==> config.mk <==
export PLATFORM = sky130hd
export DESIGN_NAME = hazard_scoreboard
export DESIGN_NICKNAME = d
export VERILOG_FILES = /design/src/rtl/hazard_scoreboard_pkg.sv /design/src/rtl/hazard_scoreboard_match.sv /design/src/rtl/hazard_scoreboard.sv
export SDC_FILE = /design/constraint.sdc
export NUM_CORES = 1
export LEC_CHECK = 0
export CELL_PAD_IN_SITES_DETAIL_PLACEMENT = 1
export CELL_PAD_IN_SITES_GLOBAL_PLACEMENT = 1
export CORE_ASPECT_RATIO = 0.5
export CORE_MARGIN = 8
export CORE_UTILIZATION = 39
export DETAILED_ROUTE_END_ITERATION = 10
export GPL_TIMING_DRIVEN = 0
export PLACE_DENSITY = 0.91
export SLEW_MARGIN = 20
export SYNTH_ARGS = -nofsm -noshare
export SYNTH_HDL_FRONTEND = slang
export SYNTH_HIERARCHICAL = 1
export SYNTH_SLANG_ARGS = --single-unit
==> constraint.sdc <==
create_clock -name clk -period 5.4 [get_ports clk]
set_input_delay 0.81 -clock clk [delete_from_list [all_inputs] [get_ports clk]]
set_output_delay 0.81 -clock clk [all_outputs]
set_load 0.1 [all_outputs]
==> src/rtl/hazard_scoreboard_pkg.sv <==
// Shared definitions for the hazard scoreboard slice.
//   REG_FILE_ADDRESS_LEN : default register address width
//   SLOT_DEST_W          : storage width of a slot destination field; narrower
//                          addresses are zero-extended into it
//   slot_t               : one in-flight writer {valid, dest, is_load}
//   FWD_SEL_RF / FWD_SEL_SLOT_BASE : fwd_sel encoding (0 = register file,
//                          slot k is reported as k + FWD_SEL_SLOT_BASE)
`ifndef REG_FILE_ADDRESS_LEN
`define REG_FILE_ADDRESS_LEN 4
`endif

package hazard_scoreboard_pkg;

  localparam int unsigned REG_FILE_ADDRESS_LEN = `REG_FILE_ADDRESS_LEN;

  // Upper bound on ADDR_W supported by the slot storage.
  localparam int unsigned SLOT_DEST_W = 16;

  typedef struct packed {
    logic                   valid;
    logic [SLOT_DEST_W-1:0] dest;
    logic                   is_load;
  } slot_t;

  localparam int unsigned FWD_SEL_RF        = 0;
  localparam int unsigned FWD_SEL_SLOT_BASE = 1;

endpackage

==> src/rtl/hazard_scoreboard_match.sv <==
// hazard_match: compares one ID source register against every in-flight
// writer slot and reports the youngest (lowest index) match.
//   id_valid_i : instruction present in ID
//   use_i      : this source is actually read by the instruction
//   src_i      : source register address
//   slots_i    : writer slots, index 0 is the youngest
//   hit_o      : some slot matches
//   idx_o      : index of the youngest matching slot (0 when no hit)
//   is_load_o  : is_load flag of that slot (0 when no hit)
module hazard_match
  import hazard_scoreboard_pkg::*;
#(
  parameter int unsigned ADDR_W = REG_FILE_ADDRESS_LEN,
  parameter int unsigned DEPTH  = 2,
  parameter int unsigned IDX_W  = 1
) (
  input  logic                    id_valid_i,
  input  logic                    use_i,
  input  logic [ADDR_W-1:0]       src_i,
  input  slot_t [DEPTH-1:0]       slots_i,
  output logic                    hit_o,
  output logic [IDX_W-1:0]        idx_o,
  output logic                    is_load_o
);

  logic [SLOT_DEST_W-1:0] src_ext;
  logic                   found;

  assign src_ext = SLOT_DEST_W'(src_i);

  // Ascending scan; the first hit latches, so the youngest slot wins.
  always_comb begin
    found     = 1'b0;
    idx_o     = '0;
    is_load_o = 1'b0;
    for (int unsigned i = 0; i < DEPTH; i++) begin
      if (!found && id_valid_i && use_i && slots_i[i].valid &&
          (slots_i[i].dest == src_ext)) begin
        found     = 1'b1;
        idx_o     = IDX_W'(i);
        is_load_o = slots_i[i].is_load;
      end
    end
    hit_o = found;
  end

endmodule

==> src/rtl/hazard_scoreboard.sv <==
// hazard_scoreboard: tracks DEPTH in-flight register writers between ID and
// WB and raises a stall (hazard) for read-after-write dependencies.
// Optional macro FORWARDING_EN: when defined, matches are resolved by
// forwarding (fwd_sel1/2) and only a load in slot 0 stalls; otherwise any
// match stalls and fwd_sel1/2 stay 0.
// Ports:
//   clk, rst              : clock, synchronous active-high reset
//   id_valid, src1, src2, two_src, id_wb_en, id_dest, id_mem_read : ID stage
//   freeze                : memory-wait hold (overrides flush)
//   flush                 : branch-taken squash
//   hazard                : stall ID/IF, inject bubble
//   fwd_sel1, fwd_sel2    : forwarding source per operand
//   stall_cnt             : saturating count of stall cycles
module hazard_scoreboard
  import hazard_scoreboard_pkg::*;
#(
  parameter int unsigned ADDR_W = REG_FILE_ADDRESS_LEN,
  parameter int unsigned DEPTH  = 2,
  parameter int unsigned CNT_W  = 16
) (
  input  logic                       clk,
  input  logic                       rst,
  input  logic                       id_valid,
  input  logic [ADDR_W-1:0]          src1,
  input  logic [ADDR_W-1:0]          src2,
  input  logic                       two_src,
  input  logic                       id_wb_en,
  input  logic [ADDR_W-1:0]          id_dest,
  input  logic                       id_mem_read,
  input  logic                       freeze,
  input  logic                       flush,
  output logic                       hazard,
  output logic [$clog2(DEPTH+1)-1:0] fwd_sel1,
  output logic [$clog2(DEPTH+1)-1:0] fwd_sel2,
  output logic [CNT_W-1:0]           stall_cnt
);

  localparam int unsigned SEL_W = $clog2(DEPTH + 1);
  localparam int unsigned IDX_W = (DEPTH > 1) ? $clog2(DEPTH) : 1;

  slot_t [DEPTH-1:0] slots_q, slots_d;
  logic [CNT_W-1:0]  cnt_q, cnt_d;

  logic             hit1, hit2;
  logic [IDX_W-1:0] idx1, idx2;
  logic             ld1, ld2;

  hazard_match #(
    .ADDR_W (ADDR_W),
    .DEPTH  (DEPTH),
    .IDX_W  (IDX_W)
  ) u_match_src1 (
    .id_valid_i (id_valid),
    .use_i      (1'b1),
    .src_i      (src1),
    .slots_i    (slots_q),
    .hit_o      (hit1),
    .idx_o      (idx1),
    .is_load_o  (ld1)
  );

  hazard_match #(
    .ADDR_W (ADDR_W),
    .DEPTH  (DEPTH),
    .IDX_W  (IDX_W)
  ) u_match_src2 (
    .id_valid_i (id_valid),
    .use_i      (two_src),
    .src_i      (src2),
    .slots_i    (slots_q),
    .hit_o      (hit2),
    .idx_o      (idx2),
    .is_load_o  (ld2)
  );

`ifdef FORWARDING_EN
  // Only a load still in EXE (slot 0) cannot be forwarded in time.
  always_comb begin
    hazard   = (hit1 && (idx1 == '0) && ld1) || (hit2 && (idx2 == '0) && ld2);
    fwd_sel1 = SEL_W'(FWD_SEL_RF);
    fwd_sel2 = SEL_W'(FWD_SEL_RF);
    if (!hazard && hit1) fwd_sel1 = SEL_W'(FWD_SEL_SLOT_BASE) + SEL_W'(idx1);
    if (!hazard && hit2) fwd_sel2 = SEL_W'(FWD_SEL_SLOT_BASE) + SEL_W'(idx2);
  end
`else
  logic unused_match_info;
  assign unused_match_info = ^{idx1, idx2, ld1, ld2};

  always_comb begin
    hazard   = hit1 || hit2;
    fwd_sel1 = SEL_W'(FWD_SEL_RF);
    fwd_sel2 = SEL_W'(FWD_SEL_RF);
  end
`endif

  always_comb begin
    slots_d = slots_q;
    cnt_d   = cnt_q;
    if (!freeze) begin
      if (flush) begin
        for (int unsigned i = 0; i < DEPTH; i++) slots_d[i].valid = 1'b0;
      end else begin
        // A stalled instruction enters as a bubble.
        slots_d[0].valid   = id_valid && id_wb_en && !hazard;
        slots_d[0].dest    = SLOT_DEST_W'(id_dest);
        slots_d[0].is_load = id_mem_read;
        for (int unsigned i = 1; i < DEPTH; i++) slots_d[i] = slots_q[i-1];
      end
      if (hazard && (cnt_q != '1)) cnt_d = cnt_q + 1'b1;
    end
  end

  always_ff @(posedge clk) begin
    if (rst) begin
      slots_q <= '0;
      cnt_q   <= '0;
    end else begin
      slots_q <= slots_d;
      cnt_q   <= cnt_d;
    end
  end

  assign stall_cnt = cnt_q;

endmodule

Yosys cells after proc, flatten, opt, wreduce, memory -nomap -nowiden
Index checks and enable logic that the tools add are counted.
W data, S select, Z words.
{"block": "classes", "reduce_logical": 21, "muxes": 6, "bitwise_logic": 2, "add_sub_neg": 1, "eq_ne": 5}
{"operator": "$add A16 B1 Y16 const B", "count": 1}
{"operator": "$eq A4 B4 Y1", "count": 4}
{"operator": "$ne A16 B16 Y1 const B", "count": 1}
{"operator": "$logic_and A1 B1 Y1", "count": 15}
{"operator": "$mux W1", "count": 6}
{"operator": "$reduce_and A2 Y1", "count": 2}
{"operator": "$logic_not A1 Y1", "count": 3}
{"operator": "$not A1 Y1", "count": 2}
{"operator": "$logic_or A1 B1 Y1", "count": 1}
{"block": "word_totals", "ff_bits": 26, "output_inout_bits": 21, "wordCells": 40}

Depth between registers and ports, before layout
Gate-level depths: netlist (run 1).
{"block": "logic_depth", "word_depth": 14, "ltp_mapped": 9, "ltp_nobuf": 9}

Modules after synthesis
Netlist (run 1), hierarchy kept.
{"module": "hazard_scoreboard", "cells_each": 151, "n_inst": 1, "area_each_um2": 1295.0, "seq_area_each_um2": 560.5}
{"module": "hazard_match", "cells_each": 27, "n_inst": 2, "area_each_um2": 207.7, "seq_area_each_um2": 0.0}

Least setup slack after synthesis (run 1)
Ideal clock, no wire load.
{"block": "synth_path", "path_type": "input port to output port", "start": "in two_src", "end": "out hazard", "t_arrival_ns": 1.826, "path_stages": 4, "required_time_ns": 4.590, "setup_slack_ns": 2.764, "n_path_buf": 0, "path_cell_list": "nor4bb_1 > nand4_1 > o21bai_1 > or2_2"}
{"block": "synth_between", "elab_chain_len": 11}
{"element": "start, declared", "line_no": "hazard_scoreboard.sv:26", "text": "input logic two_src,"}
{"element": "$logic_and A1 B1 Y1 (3 in series)", "line_no": "hazard_scoreboard_match.sv:37", "text": "if (!found && id_valid_i && use_i && slots_i[i].valid &&"}
{"element": "$mux W1", "line_no": "hazard_scoreboard_match.sv:37"}
{"element": "$logic_not A1 Y1", "line_no": "hazard_scoreboard_match.sv:37"}
{"element": "$logic_and A1 B1 Y1 (4 in series)", "line_no": "hazard_scoreboard_match.sv:37"}
{"element": "$mux W1 (*)", "line_no": "hazard_scoreboard_match.sv:37"}
{"element": "named net hit2", "line_no": "hazard_scoreboard.sv:44", "text": "logic hit1, hit2;"}
{"element": "$logic_or A1 B1 Y1 (*)", "line_no": "hazard_scoreboard.sv:90", "text": "hazard = hit1 || hit2;"}
{"element": "end, declared", "line_no": "hazard_scoreboard.sv:32", "text": "output logic hazard,"}
Mark *: on every way through the listed nets, which the timed path passes. The rest lies on a longest branch.

Final worst setup path (run 1)
{"block": "layout_path", "start": "in id_valid", "end": "out hazard"}
{"element": "start, declared", "line_no": "hazard_scoreboard.sv:23", "text": "input logic id_valid,"}
{"element": "$logic_and A1 B1 Y1 (2 in series)", "line_no": "hazard_scoreboard_match.sv:37"}
{"element": "$mux W1", "line_no": "hazard_scoreboard_match.sv:37"}
{"element": "$logic_not A1 Y1", "line_no": "hazard_scoreboard_match.sv:37"}
{"element": "$logic_and A1 B1 Y1 (3 in series)", "line_no": "hazard_scoreboard_match.sv:37"}
{"element": "$mux W1 (*)", "line_no": "hazard_scoreboard_match.sv:37"}
{"element": "named net hit1", "line_no": "hazard_scoreboard.sv:44"}
{"element": "$logic_or A1 B1 Y1 (*)", "line_no": "hazard_scoreboard.sv:90"}
Marks and branches as above.

==> results.py, run 1 <==
metrics = {
    "power": {
        "p_leak_nw": 0.8080,
        "p_int_mw": 0.3181,
        "pwr_density_cell_nw_per_um2": 184.7,
        "clockPowerShare_pct": 39.0,
        "seqPwrFrac_pct": 46.7,
        "p_sw_mw": 0.1031,
        "ir_drop_mv": 0.1021,
        "switching_share_pct": 24.48,
        "combPwrFrac_pct": 14.3,
    },
    "die": {
        "dieArea_um2": 6517,
        "start_util_pct": 40.66,
        "ios": 41,
        "die_width_um": 106.5,
        "core_area_um2": 3924,
        "die_h_um": 61.23,
        "rows": 16,
    },
    "timing": {
        "max_freq_ghz": 0.2493,
        "slew_headroom_pct": 34.50,
        "tightest_slew_ns": 0.9794,
        "min_period_ns": 4.012,
        "finClkSkew_ns": 0.003146,
        "hold_viol": 0,
        "setup_slack_ns": 1.388,
        "slew_viol_final": 0,
        "rsz0062_at_grt": "no",
        "tns_ns": 0,
        "period_share_pct": 74.29,
        "setup_viol": 0,
    },
    "critical_path": {
        "path_cells": "clkdlybuf4s50_1, nor4bb_1, nand4_1, o21bai_1, or2_2, clkdlybuf4s50_1",
        "cp_common_cell": "clkdlybuf4s50_1",
        "worstSetupPathType": "primary input to primary output",
        "critPathCaptureType": "primary output",
        "crit_required_ns": 4.59,
        "setup.worst_path.start_class": "primary input",
        "r2r_cells": 9,
        "slowest_delay_ns": 1.12,
        "critPathArrivalTime_ns": 3.20,
        "crit_slowest_cell": "clkdlybuf4s50_1",
        "path_max_fanout": 5,
    },
    "clocking": {
        "cts_max_path_buffers": 2,
        "cts.hold.buffers_added": 0,
        "post_cts_buffers": 0,
        "cts_root_buf": "clkbuf_8",
        "cts_tree": "done",
        "cts_sinks": 26,
        "clkTransAtPathRegs_ns": 0.09,
        "numCtsBuffers": 3,
        "ctsResizeCount": 0,
        "h-tree-depth": 1,
        "insertion_delay_ns": 0.27,
    },
    "cells_and_area": {
        "drive_gt1_share_pct": 9.643,
        "diodes": 0,
        "final_nets": 302,
        "area_growth_pct": 42.90,
        "final_util_pct": 58.10,
    },
    "place": {
        "place_hpwl_mm": 3.831,
        "io_buffers": 35,
        "gp_congestion": 0.7835,
        "preCtsSetupSlack_ns": 1.364,
    },
    "synth": {
        "yosys_warnings": 6,
        "synth_area_per_cell_um2": 8.441,
        "synth_area_um2": 1595,
        "synth_cells": 189,
    },
    "outcome": {
        "outcome": "finished, final reports clean",
    },
    "grt": {
        "antenna_found_initial": 0,
        "grt_max_degree": 16,
        "grt_pass1_wl_mm": 7.569,
        "grt_overflow": 0,
        "grt_pass1_vias": 1687,
        "grtUsageTotal_pct": 14.48,
    },
    "routing": {
        "routed_wl_mm": 4.749,
        "route.detailed.wl_per_inst_um": 14.22,
        "viasPerCell": 4.847,
        "drtAntennaViolNets": 0,
        "dr.pass1.iters": 4,
        "drt-initial-drc-count": 45,
        "drc": 0,
        "vias": 1619,
    },
    "run": {
        "maxCapViolations": 0,
    },
    "min_path": {
        "min_path_type": "register to register",
        "min_delay_path_depth": 2,
    },
}
==> state kept, by name, summed over array words and instances, names as in the netlist <==
signal	cells
slots_q	10
stall_cnt	16
==> cells in the final DEF (no fill, tap or decap), types with 2 or more instances in the layout <==
cell type         n
buf_2             2
buf_4             5
nand4_1          11
nor4bb_1          2
nor4_2            3
a211oi_1          3
inv_1             2
xnor2_1          27
a31oi_1           2
clkbuf_8          3
nand2_1          24
dfxtp_1          26
o21bai_1          2
and2_1            2
nor4_1            6
conb_1           54
a21oi_1          13
nor3b_1           3
and4_1            2
clkdlybuf4s50_1  35
nor4b_2           2
nor2_1           18
or2_2             2
nand3_1           3
nor3_1            6
nor3_2            2
clkbuf_1          3
==> per-stage QoR <==
step           power, mW  instances  hold slack (ns)  area, µm²
2_1_floorplan     0.2385        241           0.4622       1790
3_3_place_gp      0.2578        330           0.4902       2208
3_5_place_dp      0.2597        330           0.5011       2208
4_1_cts           0.4215        334           0.5150       2280
5_1_grt           0.4359        334           0.5368       2280
6_report          0.4212        334           0.5143       2280
==> per-layer routing <==
layer  track usage (%)  up-vias  part of all wire, %
li1                  -      798                    -
met1             14.67      775                   40
met2             30.04       42                   54
met3             3.027        4                  4.7
met4             4.356        0                 0.88
met5                 0        -                    0
==> critical path: cells and delay by family <==
family | cells | cell delay, ns
AOI/OAI and AO/OA | 1 | 0.18
buffers and inverters | 2 | 1.68
and+or+nand+nor | 3 | 0.52
==> cell type report <==
type	count	area [µm²]
multi-input combinational	203	1204
buffer	10	58.81
tap	54	67.56
inverter	2	7.507
timing repair buffer	35	350.3
clock buffer	3	41.29
sequential	26	520.5
fill	498	1644
clock inverter	1	30.03
==> worst paths after layout <==
check | from | end | slack, ns
worst max register to register | slots_q[2] | stall_cnt[12] | 3.07
worst min register to register | slots_q[22] | slots_q[22] | 0.51
worst max-delay path | id_valid | hazard | 1.39
worst min-delay path | slots_q[22] | slots_q[22] | 0.51
==> power groups by stage <==
stage          clock network (mW)  registers (mW)  logic (mW)
2_1_floorplan                   0           0.200      0.0383
3_3_place_gp                    0           0.201      0.0570
3_5_place_dp                    0           0.201      0.0586
4_1_cts                     0.166           0.197      0.0589
5_1_grt                     0.173           0.197      0.0658
6_report                    0.164           0.197      0.0604
(Power assumes the default switching activity.)
==> run 2: changes to the inputs <==
--- a/config.mk
+++ b/config.mk
@@ -9,10 +9,10 @@
 export CELL_PAD_IN_SITES_GLOBAL_PLACEMENT = 1
 export CORE_ASPECT_RATIO = 0.5
 export CORE_MARGIN = 8
-export CORE_UTILIZATION = 39
+export CORE_UTILIZATION = 33
 export DETAILED_ROUTE_END_ITERATION = 10
 export GPL_TIMING_DRIVEN = 0
-export PLACE_DENSITY = 0.91
+export PLACE_DENSITY = 0.82
 export SLEW_MARGIN = 20
 export SYNTH_ARGS = -nofsm -noshare
 export SYNTH_HDL_FRONTEND = slang
==> constraint.sdc (replaced) <==
create_clock -name clk -period 3.56 [get_ports clk]
set_input_delay 0.534 -clock clk [delete_from_list [all_inputs] [get_ports clk]]
set_output_delay 0.534 -clock clk [all_outputs]
set_load 0.1 [all_outputs]
==> run 2 against run 1 <==
- sequential share of layout area decreased by 0.19 points
- global-route usage decreased by 1.5 points
- register-to-register slack got worse by 1.8 ns
- combinational power increased by 52%
- die area increased by 14%
==> results.py, run 2 (synthesis results as in run 1) <==
metrics = {
    "outcome": {
        "outcome": "finished, final reports clean",
    },
    "clocking": {
        "cts.hold.buffers_added": 0,
        "cts_sinks": 26,
        "cts_root_buf": "clkbuf_8",
        "cts_tree": "done",
        "cts_max_path_buffers": 2,
        "insertion_delay_ns": 0.28,
        "numCtsBuffers": 3,
        "clkTransAtPathRegs_ns": 0.09,
        "h-tree-depth": 1,
        "ctsResizeCount": 1,
        "post_cts_buffers": 0,
    },
    "power": {
        "ir_drop_mv": 0.1632,
        "pwr_density_cell_nw_per_um2": 278.1,
        "p_leak_nw": 0.8128,
    },
    "die": {
        "core_area_um2": 4797,
        "die_h_um": 65.17,
        "dieArea_um2": 7450,
        "rows": 18,
        "start_util_pct": 33.26,
        "ios": 41,
        "die_width_um": 114.3,
    },
    "critical_path": {
        "crit_required_ns": 3.03,
        "setup.worst_path.start_class": "primary input",
        "reg2reg_from": "slots_q[4]",
        "path_cells": "clkdlybuf4s50_1, nor4bb_1, nand4_1, o21bai_1, or2_2, dlygate4sd2_1",
        "critPathCaptureType": "primary output",
        "critPathArrivalTime_ns": 2.72,
        "path_max_fanout": 5,
        "critical_path.top_delay_family": "buffers and inverters",
        "worstSetupPathType": "primary input to primary output",
        "crit_start": "id_valid",
        "rrSetupSlack_ns": 1.22,
        "crit_slowest_cell": "dlygate4sd2_1",
        "slowest_delay_ns": 0.86,
        "cp_num_buf_inv": 2,
    },
    "place": {
        "io_buffers": 35,
        "gp_congestion": 0.7947,
        "preCtsSetupSlack_ns": -0.01897,
        "place_hpwl_mm": 3.786,
        "dpl_cell_area_um2": 2228,
    },
    "routing": {
        "drtAntennaViolNets": 0,
        "drt-initial-drc-count": 36,
        "dr.pass1.iters": 4,
        "viasPerCell": 4.511,
        "routed_wl_mm": 4.754,
        "drc": 0,
        "vias": 1579,
        "route.detailed.wl_per_inst_um": 13.58,
    },
    "cells_and_area": {
        "diodes": 0,
        "area_growth_pct": 44.08,
        "num-fill-cells": 608,
        "multi_input_area_um2": 1204,
        "final_cell_mix": "conb_1, clkdlybuf4s50_1, xnor2_1",
        "final_cell_area_um2": 2298,
        "final_common_cell": "conb_1",
        "drive_gt1_share_pct": 9.643,
        "largest_reg_flops": 16,
        "final_nets": 302,
        "seqCellArea_um2": 520.5,
    },
    "grt": {
        "grtUsageTotal_pct": 12.97,
        "grt_max_degree": 16,
        "grt_overflow": 0,
        "grt_pass1_vias": 1701,
        "antenna_found_initial": 0,
        "grt_pass1_wl_mm": 7.831,
    },
    "timing": {
        "max_freq_ghz": 0.3073,
        "slew_viol_final": 0,
        "finClkSkew_ns": 0.002330,
        "rsz0062_at_grt": "no",
        "slew_headroom_pct": 33.79,
        "setup_slack_ns": 0.3062,
        "period_share_pct": 91.40,
        "tightest_slew_ns": 0.9900,
        "hold_viol": 0,
        "setup_viol": 0,
        "min_period_ns": 3.254,
    },
    "min_path": {
        "min_path_type": "register to register",
        "min_from": "slots_q[21]",
    },
    "run": {
        "maxCapViolations": 0,
    },
}
## run 2: cell types whose count changed in the layout (fill, tap and decap cells not counted), sizes merged
cell,previous run,this run
clkdlybuf4s50,35,34
dlygate4sd2,0,1
## run 2: layer usage
metal / GRT usage (%) / vias up / wire length [µm]
met4: 3.448 / 0 / 44
met5: 0 / - / 0
li1: - / 799 / -
met3: 2.559 / 4 / 148
met1: 13.81 / 755 / 1970
met2: 25.82 / 21 / 2590
## run 2: stage by stage
stage / hold slack, ns / power [mW] / cells / util, % / TNS (ns)
5_1_grt: 0.5478 / 0.6614 / 350 / 47.91 / 0
3_3_place_gp: 0.4884 / 0.3917 / 346 / 46.45 / 0
2_1_floorplan: 0.4622 / 0.3617 / 241 / - / 0
3_5_place_dp: 0.5078 / 0.3948 / 346 / 46.45 / -0.01897
6_report: 0.5146 / 0.6393 / 350 / 47.91 / 0
4_1_cts: 0.5213 / 0.6414 / 350 / 47.91 / 0
## run 2: worst min-delay path, cell delays in order, from the launching register on
cell and delay, ns:
dfxtp_1 0.35, nand2_1 0.06, a21oi_1 0.06
## run 2: power breakdown
| part | internal [mW] | total, mW | leakage [nW] | switching [mW] |
|---|---|---|---|---|
| Combinational | 0.0381 | 0.0918 | 0.567 | 0.0537 |
| Sequential | 0.294 | 0.298 | 0.210 | 0.00415 |
| Clock | 0.151 | 0.250 | 0.0357 | 0.0989 |
## run 2: worst paths after layout
kind | to | cells after the start
min | slots_q[21] | 2
max | hazard | 6
max reg2reg | stall_cnt[12] | 9
min reg2reg | slots_q[21] | 2
## run 2: layout make-up
type / instances / area share, %
Sequential cell: 26 / 22.65
Inverter: 2 / 0.3266
Clock buffer: 3 / 1.796
Clock inverter: 1 / 1.306
Tap cell: 70 / 3.811
Timing Repair Buffer: 35 / 15.19
Multi-Input combinational cell: 203 / 52.37
Buffer: 10 / 2.559
